[config.mk]
export PLATFORM = sky130hd
export DESIGN_NAME = ota_trim_loader
export DESIGN_NICKNAME = d
export VERILOG_FILES = /design/src/rtl/ota_trim_pkg.sv /design/src/rtl/ota_sync_edge.sv /design/src/rtl/ota_trim_loader.sv
export SDC_FILE = /design/constraint.sdc
export NUM_CORES = 1
export LEC_CHECK = 0
export CAP_MARGIN = 20
export CELL_PAD_IN_SITES_DETAIL_PLACEMENT = 0
export CELL_PAD_IN_SITES_GLOBAL_PLACEMENT = 1
export CORE_ASPECT_RATIO = 0.5
export CORE_MARGIN = 5
export CORE_UTILIZATION = 46
export CTS_BUF_LIST = sky130_fd_sc_hd__clkbuf_16
export DETAILED_ROUTE_END_ITERATION = 10
export PLACE_DENSITY = 0.83
export SLEW_MARGIN = 20
export SYNTH_ARGS = -nofsm -noshare
export SYNTH_HDL_FRONTEND = slang
export SYNTH_SLANG_ARGS = --single-unit
export TNS_END_PERCENT = 1
[constraint.sdc]
create_clock -name clk -period 2.75 [get_ports clk]
set_clock_uncertainty 0.05 [all_clocks]
set_input_delay 0.4125 -clock clk [delete_from_list [all_inputs] [get_ports clk]]
set_output_delay 0.4125 -clock clk [all_outputs]
set_load 0.1 [all_outputs]
[src/rtl/ota_trim_pkg.sv]
// ota_trim_pkg: shared definitions for the OTA trim loader.
//   - command byte encodings for the serial frame
//   - FSM state encoding
//   - frame length helper (8-bit command followed by W data bits)
package ota_trim_pkg;

  localparam int CMD_BITS  = 8;
  localparam int W_DEFAULT = 8;
  localparam int FRAME_BITS = CMD_BITS + W_DEFAULT;

  localparam logic [7:0] CMD_WR_SHADOW = 8'h01;
  localparam logic [7:0] CMD_WR_OE     = 8'h02;
  localparam logic [7:0] CMD_COMMIT    = 8'h03;
  localparam logic [7:0] CMD_CLR_ERR   = 8'h04;

  typedef enum logic [1:0] {
    IDLE  = 2'd0,
    SHIFT = 2'd1,
    APPLY = 2'd2
  } state_e;

  // Total frame length in bits for a data field of width w.
  function automatic int frame_bits(input int w);
    return CMD_BITS + w;
  endfunction

endpackage

[src/rtl/ota_sync_edge.sv]
// ota_sync_edge: multi-flop synchronizer for one asynchronous input, with
// rise/fall pulses derived against a one-flop delayed copy of the
// synchronized value.
// Ports:
//   clk, rst_n : system clock, async active-low reset
//   d          : asynchronous input
//   q          : synchronized level
//   rise, fall : one-cycle pulses on synchronized edges
// SYNC_STAGES must be at least 2. RST_VAL is the idle level of the input so
// that leaving reset never fabricates an edge.
module ota_sync_edge #(
  parameter int   SYNC_STAGES = 2,
  parameter logic RST_VAL     = 1'b0
) (
  input  logic clk,
  input  logic rst_n,
  input  logic d,
  output logic q,
  output logic rise,
  output logic fall
);

  logic [SYNC_STAGES-1:0] sync_r;
  logic                   q_d_r;

  // Synchronizer chain plus delayed copy for edge detection.
  always_ff @(posedge clk or negedge rst_n) begin
    if (!rst_n) begin
      sync_r <= {SYNC_STAGES{RST_VAL}};
      q_d_r  <= RST_VAL;
    end else begin
      sync_r <= {sync_r[SYNC_STAGES-2:0], d};
      q_d_r  <= sync_r[SYNC_STAGES-1];
    end
  end

  assign q    = sync_r[SYNC_STAGES-1];
  assign rise = sync_r[SYNC_STAGES-1] & ~q_d_r;
  assign fall = ~sync_r[SYNC_STAGES-1] & q_d_r;

endmodule

[src/rtl/ota_trim_loader.sv]
// ota_trim_loader: serial configuration receiver for the OTA tile.
// A 3-wire frame (sclk, sdi, cs_n; MSB first, 8-bit cmd then W data bits)
// writes a shadow trim code, the pad output-enable mask, commits shadow to
// trim_out, or clears the sticky frame error.
// Ports:
//   clk, rst_n         : system clock, async active-low reset
//   ena                : block enable, low forces IDLE (registers hold)
//   sclk, sdi, cs_n    : asynchronous serial frame inputs
//   trim_out, trim_oe  : committed trim code and pad drive mask (1 = drive)
//   busy               : frame in progress
//   commit_pulse       : one-cycle pulse when trim_out is updated
//   frame_err          : sticky error (bad length or unknown cmd)
//   sdo                : readback data
// Optional feature macro: OTA_TRIM_READBACK_EN. When defined, sdo shifts out
// a snapshot of trim_out MSB-first during the data phase; otherwise sdo = 0.
module ota_trim_loader
  import ota_trim_pkg::*;
#(
  parameter int W           = 8,
  parameter int SYNC_STAGES = 2
) (
  input  logic         clk,
  input  logic         rst_n,
  input  logic         ena,
  input  logic         sclk,
  input  logic         sdi,
  input  logic         cs_n,
  output logic [W-1:0] trim_out,
  output logic [W-1:0] trim_oe,
  output logic         busy,
  output logic         commit_pulse,
  output logic         frame_err,
  output logic         sdo
);

  localparam int FRAME_LEN = frame_bits(W);
  localparam int CW        = $clog2(FRAME_LEN + 2);
  localparam logic [CW-1:0] CNT_FULL = CW'(FRAME_LEN);
  localparam logic [CW-1:0] CNT_SAT  = CW'(FRAME_LEN + 1);

  logic sclk_rise_s, sclk_fall_s, cs_rise_s, cs_fall_s, sdi_q_s;
  logic sclk_q_unused_s, cs_q_unused_s, sdi_rise_unused_s, sdi_fall_unused_s;

  ota_sync_edge #(.SYNC_STAGES(SYNC_STAGES), .RST_VAL(1'b0)) u_sync_sclk (
    .clk(clk), .rst_n(rst_n), .d(sclk),
    .q(sclk_q_unused_s), .rise(sclk_rise_s), .fall(sclk_fall_s));

  ota_sync_edge #(.SYNC_STAGES(SYNC_STAGES), .RST_VAL(1'b0)) u_sync_sdi (
    .clk(clk), .rst_n(rst_n), .d(sdi),
    .q(sdi_q_s), .rise(sdi_rise_unused_s), .fall(sdi_fall_unused_s));

  ota_sync_edge #(.SYNC_STAGES(SYNC_STAGES), .RST_VAL(1'b1)) u_sync_cs (
    .clk(clk), .rst_n(rst_n), .d(cs_n),
    .q(cs_q_unused_s), .rise(cs_rise_s), .fall(cs_fall_s));

  state_e                 state_r, state_nxt_s;
  logic [CW-1:0]          cnt_r, cnt_nxt_s;
  logic [FRAME_LEN-1:0]   shift_r, shift_nxt_s;
  logic [W-1:0]           shadow_r, shadow_nxt_s;
  logic [W-1:0]           trim_out_r, trim_out_nxt_s;
  logic [W-1:0]           trim_oe_r, trim_oe_nxt_s;
  logic                   err_r, err_nxt_s, err_set_s, err_clr_s;
  logic                   commit_r, commit_nxt_s;
  logic                   busy_r;
  logic [7:0]             cmd_s;
  logic [W-1:0]           data_s;

  assign cmd_s  = shift_r[FRAME_LEN-1:W];
  assign data_s = shift_r[W-1:0];

  // Next-state, shift/count and command execution.
  always_comb begin
    state_nxt_s    = state_r;
    cnt_nxt_s      = cnt_r;
    shift_nxt_s    = shift_r;
    shadow_nxt_s   = shadow_r;
    trim_out_nxt_s = trim_out_r;
    trim_oe_nxt_s  = trim_oe_r;
    err_set_s      = 1'b0;
    err_clr_s      = 1'b0;
    commit_nxt_s   = 1'b0;
    if (!ena) begin
      state_nxt_s = IDLE;
      cnt_nxt_s   = '0;
    end else begin
      case (state_r)
        IDLE: begin
          if (cs_fall_s) begin
            state_nxt_s = SHIFT;
            cnt_nxt_s   = '0;
          end else begin
            state_nxt_s = IDLE;
          end
        end
        SHIFT: begin
          // cs_n rise wins over a coincident sclk rise: that bit is dropped.
          if (cs_rise_s) begin
            if (cnt_r == CNT_FULL) begin
              state_nxt_s = APPLY;
            end else begin
              state_nxt_s = IDLE;
              err_set_s   = 1'b1;
            end
          end else if (sclk_rise_s) begin
            shift_nxt_s = {shift_r[FRAME_LEN-2:0], sdi_q_s};
            if (cnt_r != CNT_SAT) begin
              cnt_nxt_s = cnt_r + CW'(1);
            end else begin
              cnt_nxt_s = cnt_r;
            end
          end else begin
            state_nxt_s = SHIFT;
          end
        end
        APPLY: begin
          case (cmd_s)
            CMD_WR_SHADOW: shadow_nxt_s = data_s;
            CMD_WR_OE:     trim_oe_nxt_s = data_s;
            CMD_COMMIT: begin
              trim_out_nxt_s = shadow_r;
              commit_nxt_s   = 1'b1;
            end
            CMD_CLR_ERR:   err_clr_s = 1'b1;
            default:       err_set_s = 1'b1;
          endcase
          // A new frame starting during APPLY goes straight to SHIFT.
          if (cs_fall_s) begin
            state_nxt_s = SHIFT;
            cnt_nxt_s   = '0;
          end else begin
            state_nxt_s = IDLE;
          end
        end
        default: begin
          state_nxt_s = IDLE;
          cnt_nxt_s   = '0;
        end
      endcase
    end
    // Setting the error wins over clearing it.
    if (err_set_s) begin
      err_nxt_s = 1'b1;
    end else if (err_clr_s) begin
      err_nxt_s = 1'b0;
    end else begin
      err_nxt_s = err_r;
    end
  end

  // State and output registers.
  always_ff @(posedge clk or negedge rst_n) begin
    if (!rst_n) begin
      state_r    <= IDLE;
      cnt_r      <= '0;
      shift_r    <= '0;
      shadow_r   <= '0;
      trim_out_r <= '0;
      trim_oe_r  <= '0;
      err_r      <= 1'b0;
      commit_r   <= 1'b0;
      busy_r     <= 1'b0;
    end else begin
      state_r    <= state_nxt_s;
      cnt_r      <= cnt_nxt_s;
      shift_r    <= shift_nxt_s;
      shadow_r   <= shadow_nxt_s;
      trim_out_r <= trim_out_nxt_s;
      trim_oe_r  <= trim_oe_nxt_s;
      err_r      <= err_nxt_s;
      commit_r   <= commit_nxt_s;
      busy_r     <= (state_nxt_s != IDLE);
    end
  end

  assign trim_out     = trim_out_r;
  assign trim_oe      = trim_oe_r;
  assign frame_err    = err_r;
  assign commit_pulse = commit_r;
  assign busy         = busy_r;

`ifdef OTA_TRIM_READBACK_EN
  localparam logic [CW-1:0] CNT_CMD_LAST = CW'(CMD_BITS - 1);
  localparam logic [CW-1:0] CNT_DATA0    = CW'(CMD_BITS);
  localparam logic [CW-1:0] CNT_DATA_END = CW'(FRAME_LEN - 1);

  logic [W-1:0] snap_r;
  logic         sdo_r;
  logic         snap_load_s;

  // Snapshot is taken as the last command bit is counted.
  assign snap_load_s = (state_nxt_s == SHIFT) && (cnt_r == CNT_CMD_LAST) &&
                       (cnt_nxt_s == CNT_DATA0);

  // Readback shifter: one trim_out bit per synchronized sclk fall.
  always_ff @(posedge clk or negedge rst_n) begin
    if (!rst_n) begin
      snap_r <= '0;
      sdo_r  <= 1'b0;
    end else if (!ena || (state_r != SHIFT)) begin
      sdo_r <= 1'b0;
    end else if (snap_load_s) begin
      snap_r <= trim_out_r;
    end else if (sclk_fall_s) begin
      if ((cnt_r >= CNT_DATA0) && (cnt_r <= CNT_DATA_END)) begin
        sdo_r  <= snap_r[W-1];
        snap_r <= {snap_r[W-2:0], 1'b0};
      end else begin
        sdo_r <= 1'b0;
      end
    end
  end

  assign sdo = sdo_r;
`else
  logic unused_rb_s;
  assign unused_rb_s = sclk_fall_s;
  assign sdo = 1'b0;
`endif

endmodule

# Yosys cells after proc, flatten, opt, wreduce, memory -nomap -nowiden
# Index checks and enable logic that the tools add are counted.
# totals
reg_bits,58
latch_bits,0
mem_bits_rw,0
rom_bits,0
inputBits,6
out_inout_bits,20
wordCells,69
n_memories,0
# op_classes
addsub,1
mul,0
div_mod_pow,0
order_cmp,0
n_eq_ne,12
shift,0
muxes,25
n_bitwise,7
reduce_logical,10
# op_table
op,n
2-to-1 mux 5 bit,5
equality test 8 x 2 -> 1 bit (second input constant),2
2-to-1 mux 1 bit,13
one-hot mux 5 bit (2 select lines),1
!= test 3 bit (second input constant),3
AND reduction 3 bit,3
equality test 8 x 1 -> 1 bit (second input constant),1
equality test 8 x 3 -> 1 bit (second input constant),1
2-to-1 mux 2 bit,4
AND reduction 4 bit,2
adder 5 x 1 -> 5 bit (second input constant),1
equality test 5 bit (second input constant),1
!= test 5 bit (second input constant),1
NOT 1 bit,4
one-hot mux 2 bit (2 select lines),1
nonzero test 2 bit,2
OR reduction 4 bit,1
bitwise AND 1 bit,3
!= test 3 x 2 -> 1 bit (second input constant),1
equality test 2 x 1 -> 1 bit (second input constant),1
equality test 2 bit (second input constant),1
logical NOT 2 bit,1
one-hot mux 1 bit (2 select lines),1
OR reduction 2 bit,1

# Logic depth before layout (Yosys ltp)
# depth
depth_word,7
ltp_mapped,7
ltp_nobuf,6

# By module
# Synthesis repeated with hierarchy kept, for this count alone.
# unflattened
cells_unflattened,174
hier_area_um2,2506.2
# by_module_without_submodules
module,instances,cells_per_inst,area_per_inst_um2
ota_trim_loader,1,159,2232.1
ota_sync_edge (u_sync_sclk ...),2,5,90.1
ota_sync_edge (u_sync_cs),1,5,93.8

# Worst setup path before layout
# Ideal clock, no wire load.
# synth_timing
path_type,register to register
startpoint,register state_r[1]
endpoint,register shift_r[10]
setup_ns,0.125
arrival_time_ns,1.815
t_required_ns,2.575
slack_ns,0.760
stages_incl_launch_ff,8
cell_sequence,dfrtp_1 -> inv_1 -> ha_1 -> and2_1 -> and3_1 -> clkbuf_1 -> buf_2 -> mux2_2
# synth_between
elab_chain_len,2
# synth_lines
element,line,text
"start, declared",ota_trim_loader.sv:56,"state_e state_r, state_nxt_s;"
"start signal, assigned",ota_trim_loader.sv:163,state_r <= state_nxt_s;
equality test 2 x 1 -> 1 bit,ota_trim_loader.sv:86,case (state_r)
AND reduction 4 bit (no line),--,
"end signal, assigned",ota_trim_loader.sv:165,shift_r <= shift_nxt_s;
"end, declared",ota_trim_loader.sv:58,"logic [FRAME_LEN-1:0] shift_r, shift_nxt_s;"
# No other way between the ends.
# A chain may end at the register's enable or synchronous reset.

# Final worst setup path
# layout_timing
startpoint,register shift_r[13]
endpoint,register trim_out_r[7] (netlist: trim_out[7])
# layout_between
elab_chain_len,2
# layout_lines
element,line,text
equality test 8 x 2 -> 1 bit,ota_trim_loader.sv:116,case (cmd_s)
AND reduction 3 bit (no line),--,
"end signal, assigned",ota_trim_loader.sv:167,trim_out_r <= trim_out_nxt_s;
"end, declared",ota_trim_loader.sv:60,"logic [W-1:0] trim_out_r, trim_out_nxt_s;"
# No other way between the ends.

==> results by group <==
Layout
  – Non-Filler Instances: 284
  – Total number of nets in the final design: between 200 and 250
  – Fill count: between 300 and 400
  – Fraction of layout cells with a size suffix above 1: 0.416
  – Multi-input gate area in the final layout: 957 µm²
  – Number of antenna diodes: 0
  – Area growth from synthesis to final layout: 24.5%
  – Total area of sequential cells: 1460 µm²

GRT
  – Met1 Usage GRT: 0.172
  – Global route overflow: 0
  – Wire length of the first global-routing pass: 7650 µm
  – Global Route met3 Usage: 0.0667
  – Busiest metal layer after global routing: met2
  – Pin count of the biggest net entering global routing: 27
  – All-Layer GR Usage: 0.147
  – Antenna violations before repair: 0
  – Routing usage on met2: 0.250
  – Number of global-route vias before repair: 1,565

Placement
  – Number of I/O port buffers: 24
  – DP Worst Slack: around 0.34 ns
  – Cells after DPL: 267
  – Routability-driven placement congestion ratio: 0.824
  – Detail Placement HPWL: around 3000 µm

Clock tree
  – H-tree lvl count: 3
  – Clock sink count: 58
  – CTS max path bufs: 2
  – Number of buffers added by the clock tree synthesis step: 9
  – Skew-Pair Late Insertion Delay: 0.32 ns
  – Clock-pin slew of the registers on the worst-case setup and hold paths: around 0.050 ns
  – CTS tree: done
  – Clk root buf: sky130_fd_sc_hd__clkbuf_16

Synth
  – Largest cells by area after synthesis: sky130_fd_sc_hd__dfrtp_1 56%, sky130_fd_sc_hd__mux2_2 18%, sky130_fd_sc_hd__ha_1 3.6%, sky130_fd_sc_hd__dfstp_2 3.2%, sky130_fd_sc_hd__nor4_4 1.7%
  – Library cell with the largest summed area after synthesis: sky130_fd_sc_hd__dfrtp_1
  – Register area share after synthesis: 0.592
  – Multiplexer share of the synthesized area: 0.183
  – Dominant combinational cell family by area after synthesis: multiplexers
  – Syn Inst Count: 173
  – Simple-gate area share of the yosys netlist: 0.125
  – Number of distinct library cells after synthesis: 38
  – Total nets after synthesis: 186
  – Most instantiated cells after synthesis: 55 x sky130_fd_sc_hd__dfrtp_1, 40 x sky130_fd_sc_hd__mux2_2, 8 x sky130_fd_sc_hd__inv_1
  – Mapped Avg Cell Area: ~14 µm²
  – Number of synthesized flops with an enable pin: 0
  – Synthesized-area fraction occupied by xor and xnor cells: 0.00356
  – Adder-cell area share of the yosys netlist: 0.0356
  – Post-Synthesis Cell Area: 2460 µm²
  – Most instantiated flip-flop cell in the synthesis netlist: sky130_fd_sc_hd__dfrtp_1
  – Area share of the largest cell type after synthesis: 0.560
  – Share of synthesized registers carrying an async set or reset: 1.00
  – Number of synthesized register bits: 58
  – Compound-cell area share of the yosys netlist: 0.0402
  – Yosys warning count: 0
  – Most common cell in the netlist: sky130_fd_sc_hd__dfrtp_1

Floorplan
  – Effective utilization at floorplan: 0.487
  – Total core area: 5040 µm²
  – DIE HEIGHT: 61.7 µm
  – Std-Cell Rows: 18
  – Overall die area: 7000 µm²
  – Top-Level Pins: 26
  – Chip width: roughly 110 µm

Setup path
  – Worst Setup Path Type: register to register
  – CP Capture Type: register
  – Biggest fanout along the worst timing path: 8
  – Critical Path RT: 2.90 ns
  – Cell with the biggest individual delay on the critical path: sky130_fd_sc_hd__or4_4
  – Ordered list of cells on the worst path: or4_4 -> nor4_4 -> mux2_2
  – Critical Path Max Stage Delay: ~0.6 ns
  – Data arrival time of the worst path: 2.30 ns
  – Kind of start point of the critical path: register

Hold path
  – HP Class: register to register

Timing
  – Relative slew slack: 0.560
  – Clock period minus final worst setup slack: 2.15 ns
  – Actual transition at the worst max-transition pin: around 0.66 ns
  – Post-layout worst setup margin: 0.603 ns
  – Worst hold slack across all endpoints: 0.296 ns
  – Highest achievable clock rate: 0.466 GHz
  – Final number of hold-violating endpoints: 0
  – Setup TNS: 0 ns
  – Total setup violations reported at the end of the flow: 0
  – Unrepaired setup endpoints after global routing: false
  – Final Max Tran Viols: 0
  – Tcrit/Tclk final: 0.781

Drt
  – Routed wirelength normalized by instance count: 15.2 µm
  – Total length of routed wires: roughly 4300 µm
  – Via density: 5.24
  – Post-route DRC: 0
  – Drt first-iter violations: 51
  – Drt pass-1 iters: 4
  – Via Count: roughly 1,500
  – Antenna-violating nets left: 0

Power and ir drop
  – Ratio of total power to cell area: 710 nW/µm²
  – Peak supply drop: 398 µV
  – P_leak: 1.57 nW

Outcome
  – Run status: completed

Flow run
  – MaxCap Viol Count: 0
==> routing by layer <==
layer  wire (µm)  vias up
met5           0        -
met4          55        0
met3         166        6
met2        2100       25
met1        2000      758
li1            -      698
==> area by class of cell <==
class                   instances  share of cell area
multi-input cells             104               0.313
flip-flops and latches         58               0.475
inverters                       8             0.00981
clock inverters                 7              0.0278
well taps                      70              0.0286
repair buffers                 28              0.0720
clock buffers                   9              0.0736
==> logic make-up (layout without fill, tap and decap cells) <==
| kind of cell | count (synthesis) | count (layout) |
|---|---|---|
| compound gates | 15 | 15 |
| mux | 40 | 40 |
| buf+inv | 11 | 52 |
| other cells | 1 | 1 |
| flops | 58 | 58 |
| simple gates | 40 | 40 |
| fa+ha+maj | 7 | 7 |
| xor+xnor | 1 | 1 |
==> power by group <==
| part | internal, mW | total, mW | switching [mW] |
|---|---|---|---|
| clock | 0.781 | 1.15 | 0.364 |
| sequential | 0.880 | 0.899 | 0.0196 |
| combinational | 0.0421 | 0.128 | 0.0862 |
==> sequential cells by signal (all words and copies together) (netlist names) <==
| signal | count |
|---|---|
| u_sync_sclk.q_d_r | 1 |
| u_sync_sclk.sync_r | 2 |
| trim_out | 8 |
| commit_pulse | 1 |
| cnt_r | 5 |
| frame_err | 1 |
| shift_r | 16 |
| u_sync_sdi.sync_r | 2 |
| u_sync_cs.q_d_r | 1 |
| shadow_r | 8 |
| busy | 1 |
| u_sync_cs.sync_r | 2 |
| state_r | 2 |
| trim_oe | 8 |
==> cells in the final DEF (no fill, tap or decap), types with 2 or more instances in the layout <==
master and n:
sky130_fd_sc_hd__dfrtp_1 55, sky130_fd_sc_hd__mux2_2 40, sky130_fd_sc_hd__buf_4 22, sky130_fd_sc_hd__inv_1 9, sky130_fd_sc_hd__clkbuf_16 9, sky130_fd_sc_hd__ha_1 7
sky130_fd_sc_hd__o21ai_0 5, sky130_fd_sc_hd__and3_1 4, sky130_fd_sc_hd__nand3_1 4, sky130_fd_sc_hd__nand4_1 4, sky130_fd_sc_hd__clkdlybuf4s50_1 4, sky130_fd_sc_hd__nor2_1 3
sky130_fd_sc_hd__and2_1 3, sky130_fd_sc_hd__a21oi_1 3, sky130_fd_sc_hd__dfstp_2 3, sky130_fd_sc_hd__nand2b_1 2, sky130_fd_sc_hd__or2_2 2, sky130_fd_sc_hd__nor2b_1 2
sky130_fd_sc_hd__nor3_1 2, sky130_fd_sc_hd__nand2_1 2, sky130_fd_sc_hd__nor4_4 2, sky130_fd_sc_hd__nand3b_4 2, sky130_fd_sc_hd__or4_1 2, sky130_fd_sc_hd__clkinv_2 2
sky130_fd_sc_hd__bufinv_16 2
==> stage by stage <==
step,utilization,cell area (µm²),total power [mW]
after floorplan,-,2460,0.992
after global routing,0.607,3060,2.26
after global placement,0.543,2740,1.04
final,0.607,3060,2.17
after CTS,0.607,3060,2.20
after detailed placement,0.543,2740,1.04
==> worst max-delay path: cells and delay by family (launching register included) <==
| family | cells | cell delay, ns |
|---|---|---|
| simple gates | 2 | 1.18 |
| mux | 1 | 0.40 |
| flops | 1 | 0.39 |
==> worst paths after layout <==
kind / cells past startpoint / start / slack, ns / to
worst max-delay path: 3 / shift_r[13] / 0.60 / trim_out[7]
worst min-delay path: 0 / u_sync_sdi.sync_r[0] / 0.30 / u_sync_sdi.sync_r[1]
worst max register to register: 3 / shift_r[13] / 0.60 / trim_out[7]
worst min register to register: 0 / u_sync_sdi.sync_r[0] / 0.30 / u_sync_sdi.sync_r[1]
max in group asynchronous: 3 / rst_n / 1.48 / shift_r[12]
min in group asynchronous: 2 / rst_n / 0.50 / shadow_r[4]
==> timing repair <==
action                    4_1_cts  5_1_grt
gates resized for setup         0        0
hold endpoints to repair       16        0
buffers inserted                0        0
hold buffers                    1        0
No activity file was read; power rests on OpenSTA's default activity.
